==> src/rtl/regfile_wb_queue.sv <==
// In-order write-back queue feeding the integer register file write port, with RAW hazard flags.
// Optional macro REGFILE_WB_QUEUE_FORWARD_EN adds youngest-match forwarding data for rs1/rs2.
module regfile_wb_queue #(
  parameter int unsigned DEPTH = 4,
  parameter int unsigned XLEN  = 32
) (
  input  logic            clk,
  input  logic            rst,
  input  logic            in_valid,
  output logic            in_ready,
  input  logic [4:0]      in_rd,
  input  logic [XLEN-1:0] in_wd,
  input  logic            wb_stall,
  output logic            wb_en,
  output logic [4:0]      wb_rd,
  output logic [XLEN-1:0] wb_wd,
  input  logic [4:0]      rs1,
  input  logic [4:0]      rs2,
  output logic            rs1_pending,
  output logic            rs2_pending,
`ifdef REGFILE_WB_QUEUE_FORWARD_EN
  output logic [XLEN-1:0] fwd1_data,
  output logic [XLEN-1:0] fwd2_data,
`endif
  output logic            empty
);

  localparam int unsigned PW = $clog2(DEPTH);
  localparam int unsigned CW = $clog2(DEPTH + 1);

  logic [4:0]      rd_mem [DEPTH];
  logic [XLEN-1:0] wd_mem [DEPTH];
  logic [PW-1:0]   head;
  logic [PW-1:0]   tail;
  logic [CW-1:0]   count;
  logic            push;
  logic            pop;
  logic [PW-1:0]   idx;

  assign empty    = (count == '0);
  assign in_ready = (count < CW'(DEPTH)) && !rst;
  assign wb_en    = !empty && !wb_stall;
  assign wb_rd    = empty ? '0 : rd_mem[head];
  assign wb_wd    = empty ? '0 : wd_mem[head];

  // Writes to x0 are accepted but never occupy an entry.
  assign push = in_valid && in_ready && (in_rd != '0);
  assign pop  = wb_en;

  always_ff @(posedge clk or posedge rst) begin
    if (rst) begin
      head  <= '0;
      tail  <= '0;
      count <= '0;
    end else begin
      if (push) tail <= tail + PW'(1);
      if (pop)  head <= head + PW'(1);
      if (push && !pop)      count <= count + CW'(1);
      else if (pop && !push) count <= count - CW'(1);
    end
  end

  // Payload storage needs no reset; validity comes from head/count.
  always_ff @(posedge clk) begin
    if (push) begin
      rd_mem[tail] <= in_rd;
      wd_mem[tail] <= in_wd;
    end
  end

  // Scan oldest to youngest so the last match left standing is the youngest.
  always_comb begin
    rs1_pending = 1'b0;
    rs2_pending = 1'b0;
    idx         = '0;
`ifdef REGFILE_WB_QUEUE_FORWARD_EN
    fwd1_data   = '0;
    fwd2_data   = '0;
`endif
    for (int unsigned i = 0; i < DEPTH; i++) begin
      idx = head + PW'(i);
      if (CW'(i) < count) begin
        if ((rs1 != '0) && (rd_mem[idx] == rs1)) begin
          rs1_pending = 1'b1;
`ifdef REGFILE_WB_QUEUE_FORWARD_EN
          fwd1_data   = wd_mem[idx];
`endif
        end
        if ((rs2 != '0) && (rd_mem[idx] == rs2)) begin
          rs2_pending = 1'b1;
`ifdef REGFILE_WB_QUEUE_FORWARD_EN
          fwd2_data   = wd_mem[idx];
`endif
        end
      end
    end
  end

endmodule

==> config.mk <==
export PLATFORM = sky130hd
export DESIGN_NAME = regfile_wb_queue
export DESIGN_NICKNAME = d
export VERILOG_FILES = /design/src/rtl/regfile_wb_queue.sv
export SDC_FILE = /design/constraint.sdc
export NUM_CORES = 1
export LEC_CHECK = 0
export ABC_AREA = 1
export CORE_MARGIN = 2
export CORE_UTILIZATION = 56
export DETAILED_ROUTE_END_ITERATION = 10
export PLACE_DENSITY = 0.79
export SYNTH_ARGS = -nofsm -noshare
export SYNTH_HDL_FRONTEND = slang
export SYNTH_SLANG_ARGS = --single-unit
==> constraint.sdc <==
create_clock -name clk -period 3.2 [get_ports clk]
set_clock_uncertainty 0.1 [all_clocks]
set_input_delay 0.48 -clock clk [delete_from_list [all_inputs] [get_ports clk]]
set_output_delay 0.48 -clock clk [all_outputs]
set_load 0.05 [all_outputs]
Yosys cells after proc, flatten, opt, wreduce, memory -nomap -nowiden
Memory sizes are Yosys's and may differ from the RTL's.
Cells that the tools add are included.
Storage, ports and cells
  bits in registers: 7
  logic and storage cells: 70
  output and inout bits: 42
  memories kept: 2
  RAM bits: 148
  input bits: 51
Operators by class
  reductions and logical operators: 24
  $add $sub $neg: 6
  mux-type cells: 22
  eq/ne operators: 8
  magnitude comparators: 5
Memory list
  wd_mem: depth 4, bits a word 32, rd ports 1, clocked after memory_dff 0, write ports 1, line 32  | logic [XLEN-1:0] wd_mem [DEPTH];
  rd_mem: depth 4, bits a word 5, rd ports 4, clocked after memory_dff 0, write ports 1, line 31  | logic [4:0] rd_mem [DEPTH];
Operators by type and width (count)
  == test 5 bit: 8
  two-way mux 32 bit: 1
  two-way mux 1 bit: 18
  nonzero test 5 bit: 3
  logical AND 1 bit: 14
  < comparator 1 x 3 -> 1 bit (first input constant): 2
  < comparator 2 x 3 -> 1 bit (first input constant): 2
  two-way mux 3 bit: 2
  logical NOT 1 bit: 5
  two-way mux 5 bit: 1
  adder 2 x 1 -> 2 bit (second input constant): 2
  adder 2 bit (second input constant): 2
  adder 3 x 1 -> 3 bit (second input constant): 1
  logical NOT 3 bit: 1
  < comparator 3 bit (second input constant): 1
  subtractor 3 x 1 -> 3 bit (second input constant): 1
  nonzero test 2 bit: 1

Depth between registers and ports, before layout
An unclocked memory read counts as a cell.
  depth in word-level cells: 11
  depth in mapped cells: 13
  gate-level depth less buffers: 12

Least setup slack after synthesis
Ideal clock, no wire load.
  path type: input to register
  start: input port rst
  end: memory rd_mem[0][0] (enable)
  setup slack: -458 ps
  buffers on the path: 0
  library setup time: 431 ps
  stages on the path: 3
  data arrival time: 3127 ps
  data required time: 2669 ps
  cells stage by stage: nor2_1 -> nand3_1 -> nor2_1
On the way
  word-level cells in the longest chain between the ends: 6
RTL lines
  start: declaration: line 8  | input logic rst,
  logical NOT 1 bit (no source line)
  logical AND 1 bit: line 41  | assign in_ready = (count < CW'(DEPTH)) && !rst;
  logical AND 1 bit (2 in a row): line 47  | assign push = in_valid && in_ready && (in_rd != '0);
  two-way mux 1 bit: line 65  | if (push) begin
  two-way mux 1 bit (implied by the code): line 66  | rd_mem[tail] <= in_rd;
  end: declaration: line 31
No other way between the ends.

Final worst setup path
  start: register head[0]
  end: output port wb_wd[19]
On the way
  word-level cells in the longest chain between the ends: 2
RTL lines
  start: declaration: line 33  | logic [PW-1:0] head;
  start signal: assignment: line 57  | if (pop) head <= head + PW'(1);
  memory read (4 x 32 bit)
  two-way mux 32 bit: line 44  | assign wb_wd = empty ? '0 : wd_mem[head];
  end: declaration: line 16  | output logic [XLEN-1:0] wb_wd,
No other way between the ends.

==> run_results.csv <==
group,metric,value,unit
outcome,status,"completed",
global_route,grt_pass1_wl,30700,um
floorplan,pin_count,93,
yosys,synth-compound-area-share,6.58,%
sta,fin_crit_sh,96.2,%
cells_and_area,nFillCells,825,
placed_design,place_congestion,0.995,
sta,rsz0062_at_grt,"false",
sta,fmax,325,MHz
yosys,yosysSeqAreaShare,63.2,%
critical_path,crit_fanout,64,
cells_and_area,multi_input_area,0.00234,mm^2
yosys,synth_fp_nets,772,
sta,holdWs,0.243,ns
placed_design,dpl.cell_count,957,
worst_hold_path,hp-class,"in2async",
job,cap_violations,0,
cells_and_area,final_area,0.00949,mm^2
yosys,yosys.area_share.adder,1.54,%
detailed_routing,wl_per_cell,19.6,um
cells_and_area,layout.cells.non_filler,990,
yosys,netlist_area,0.00731,mm^2
critical_path,arrival,2.50,ns
yosys,syn_avg_cell_area,10.3,um^2
power_and_ir_drop,ir_worst_vdd,1.15,mV
sta,tightest_slew,0.596,ns
global_route,grt_use_total,28.3,%
detailed_routing,drcViolationCount,0,
yosys,synth_common_cells,"nand2_1, edfxtp_1, nand3_1",
global_route,grt_max_degree,65,
detailed_routing,routed_wl,19400,um
placed_design,post-place-ws,0.607,ns
clock_network,clock_sinks,155,
yosys,yosys_warnings,0,
floorplan,die_h,118,um
critical_path,reg2reg_slack,0.90,ns
cells_and_area,final_nets,865,
clock_network,cts_htree_levels,4,
sta,period_needed,3.08,ns
power_and_ir_drop,leakagePower,3.74,nW
yosys,synth_cells,712,
clock_network,clockBufferDepth,2,
cells_and_area,insertedDiodeCount,0,
critical_path,cp_top_family,"buffers and inverters",
yosys,synth_top_family_by_area,"simple AND/OR/NAND/NOR gates",
floorplan,start_util,57.7,%
cells_and_area,syn_to_final_growth,29.9,%
yosys,async_flop_share,4.52,%
power_and_ir_drop,netSwitchingFraction,45.3,%
detailed_routing,drt_iter0_drc,686,
detailed_routing,viasPerCell,6.04,
power_and_ir_drop,internal_power,5.95,mW
yosys,synth-simple-area-share,22.5,%
yosys,synth.area.top_cells,"edfxtp_1, nand2_1, nand3_1",
power_and_ir_drop,p_sw,4.94,mW
global_route,grt_pass1_vias,6042,
yosys,synth_top_cell_by_area,"edfxtp_1",
global_route,antenna_found_initial,0,
critical_path,rr_startpoint,"count[0]",
placed_design,place_area,0.00888,mm^2
floorplan,die_area,0.0140,mm^2
power_and_ir_drop,p_comb_share,58.4,%
yosys,synth_top_area_share,60.8,%
floorplan,row_count,41,
detailed_routing,ant_nets,0,
critical_path,worstReg2RegEnd,"count[2]",
power_and_ir_drop,total_power,10.9,mW
sta,setup_viol,0,
clock_network,cts_tree,"built",
critical_path,r2r_cells,11,
clock_network,numCtsBuffers,17,
critical_path,worst_setup_path_end_kind,"output port",
power_and_ir_drop,pwr-share-clk,18.2,%
sta,slew_violations,0,
critical_path,critPathSlowestCell,"dfrtp_2",
sta,setup_slack,0.123,ns
critical_path,worstSetupPathType,"reg2out",
global_route,grt-ovfl-total,0,
clock_network,root_buffer,"clkbuf_16",
yosys,ys_ff_latch,155,
detailed_routing,dr.pass1.iters,5,
critical_path,path_buf_inv,4,
yosys,synth_most_common_cell,"nand2_1",
clock_network,clk_pin_slew,0.07,ns
yosys,synth_cell_type_count,24,
placed_design,dpl.hpwl,12100,um
clock_network,ctsHoldBuffers,0,
cells_and_area,drive_gt1_share,12.5,%
critical_path,cp.required,2.62,ns
sta,relSlewSlack,60.3,%
placed_design,port_buffers,92,
clock_network,insertion_delay,0.42,ns
yosys,synth.mux.area_fraction,0,%
floorplan,die_x,118,um
critical_path,cpPeakStageDelay,0.42,ns
cells_and_area,fin_util,74.9,%
yosys,synth_xor_area_share,1.08,%
yosys,synth_flop_cell,"edfxtp_1",
power_and_ir_drop,p_seq_share,23.4,%
power_and_ir_drop,power_density,1150,mW/mm^2
critical_path,cpMostUsedCell,"buf_12",
floorplan,core,0.0127,mm^2
cells_and_area,seq_area,0.00462,mm^2
yosys,synth-edff-count,148,
critical_path,start_kind,"register",
sta,final-hold-violation-count,0,
sta,fin_setup_tns,0,ns
critical_path,cp_cell_sequence,"buf_12 -> nand2_2 -> inv_1 -> buf_4 -> a22oi_1 -> a31oi_1 -> buf_12",
detailed_routing,vias,5977,
[worst max-delay path by stage]
stage,start,endpoint,slack (ns),cells past startpoint
detailed placement,head[1],rs2_pending,0.61,11
floorplan,rst,rd_mem[0][0],-0.46,3
finish,head[0],wb_wd[19],0.12,7
global route,head[1],rs1_pending,0.01,12
CTS,head[0],wb_wd[19],0.11,7
global placement,rs1[1],rs1_pending,0.59,10
[timing repair]
action                                  CTS  global route
endpoints found under the setup margin    0             4
setup buffers                             0             1
resized for setup                         0             6
[cells by family (layout without fill, tap and decap cells)]
family | count (synthesis) | after routing
AND/OR/NAND/NOR | 383 | 383
flip-flops | 155 | 155
buffers and inverters | 84 | 190
AO/OA/AOI/OAI | 72 | 72
adder cells (fa/ha/maj) | 9 | 9
XOR/XNOR | 9 | 9
[flip-flops by register name (all words and copies together), names as in the netlist]
register  cells
wd_mem      128
count         3
head          2
tail          2
rd_mem       20
[power by group through the flow]
stage | logic (mW) | registers, mW | clock network (mW)
detailed placement | 6.24 | 2.58 | 0
global placement | 6.17 | 2.56 | 0
CTS | 6.31 | 2.54 | 2.02
floorplan | 3.65 | 2.54 | 0
global route | 6.73 | 2.56 | 2.10
finish | 6.36 | 2.55 | 1.99
[cell type report]
cell class	count	share of cell area (%)
Multi-Input combinational cell	473	24.7
Clock inverter	15	1.78
Sequential cell	155	48.7
Tap cell	172	2.27
Timing Repair Buffer	109	16.1
Clock buffer	17	4.48
Inverter	49	1.99
[per-layer routing]
metal	GRT usage [%]	vias to the layer above	routed length, um
met4	14.2	0	716
met5	0	-	0
met1	34.4	2868	7250
li1	-	2696	-
met3	6.42	59	1490
met2	47.6	354	9890
[placed cells by master (no fill, tap or decap), types with 2 or more instances in the layout]
cell,netlist,layout
ha_1,9,9
nor3_1,3,3
a31oi_1,32,32
clkdlybuf4s50_1,0,51
nand2_1,197,197
dfrtp_2,0,2
nor2_4,0,4
inv_6,0,7
xor2_1,8,8
buf_6,4,2
inv_8,0,5
inv_1,47,47
edfxtp_1,148,148
a22oi_1,32,32
clkbuf_16,0,17
nand2_4,2,2
inv_4,0,2
nand2_2,2,2
nor2_1,37,33
buf_12,0,46
nand3_1,141,141
dfrtp_1,7,5
buf_4,4,10
o21ai_0,6,6
No activity file was read; power rests on OpenSTA's default activity.
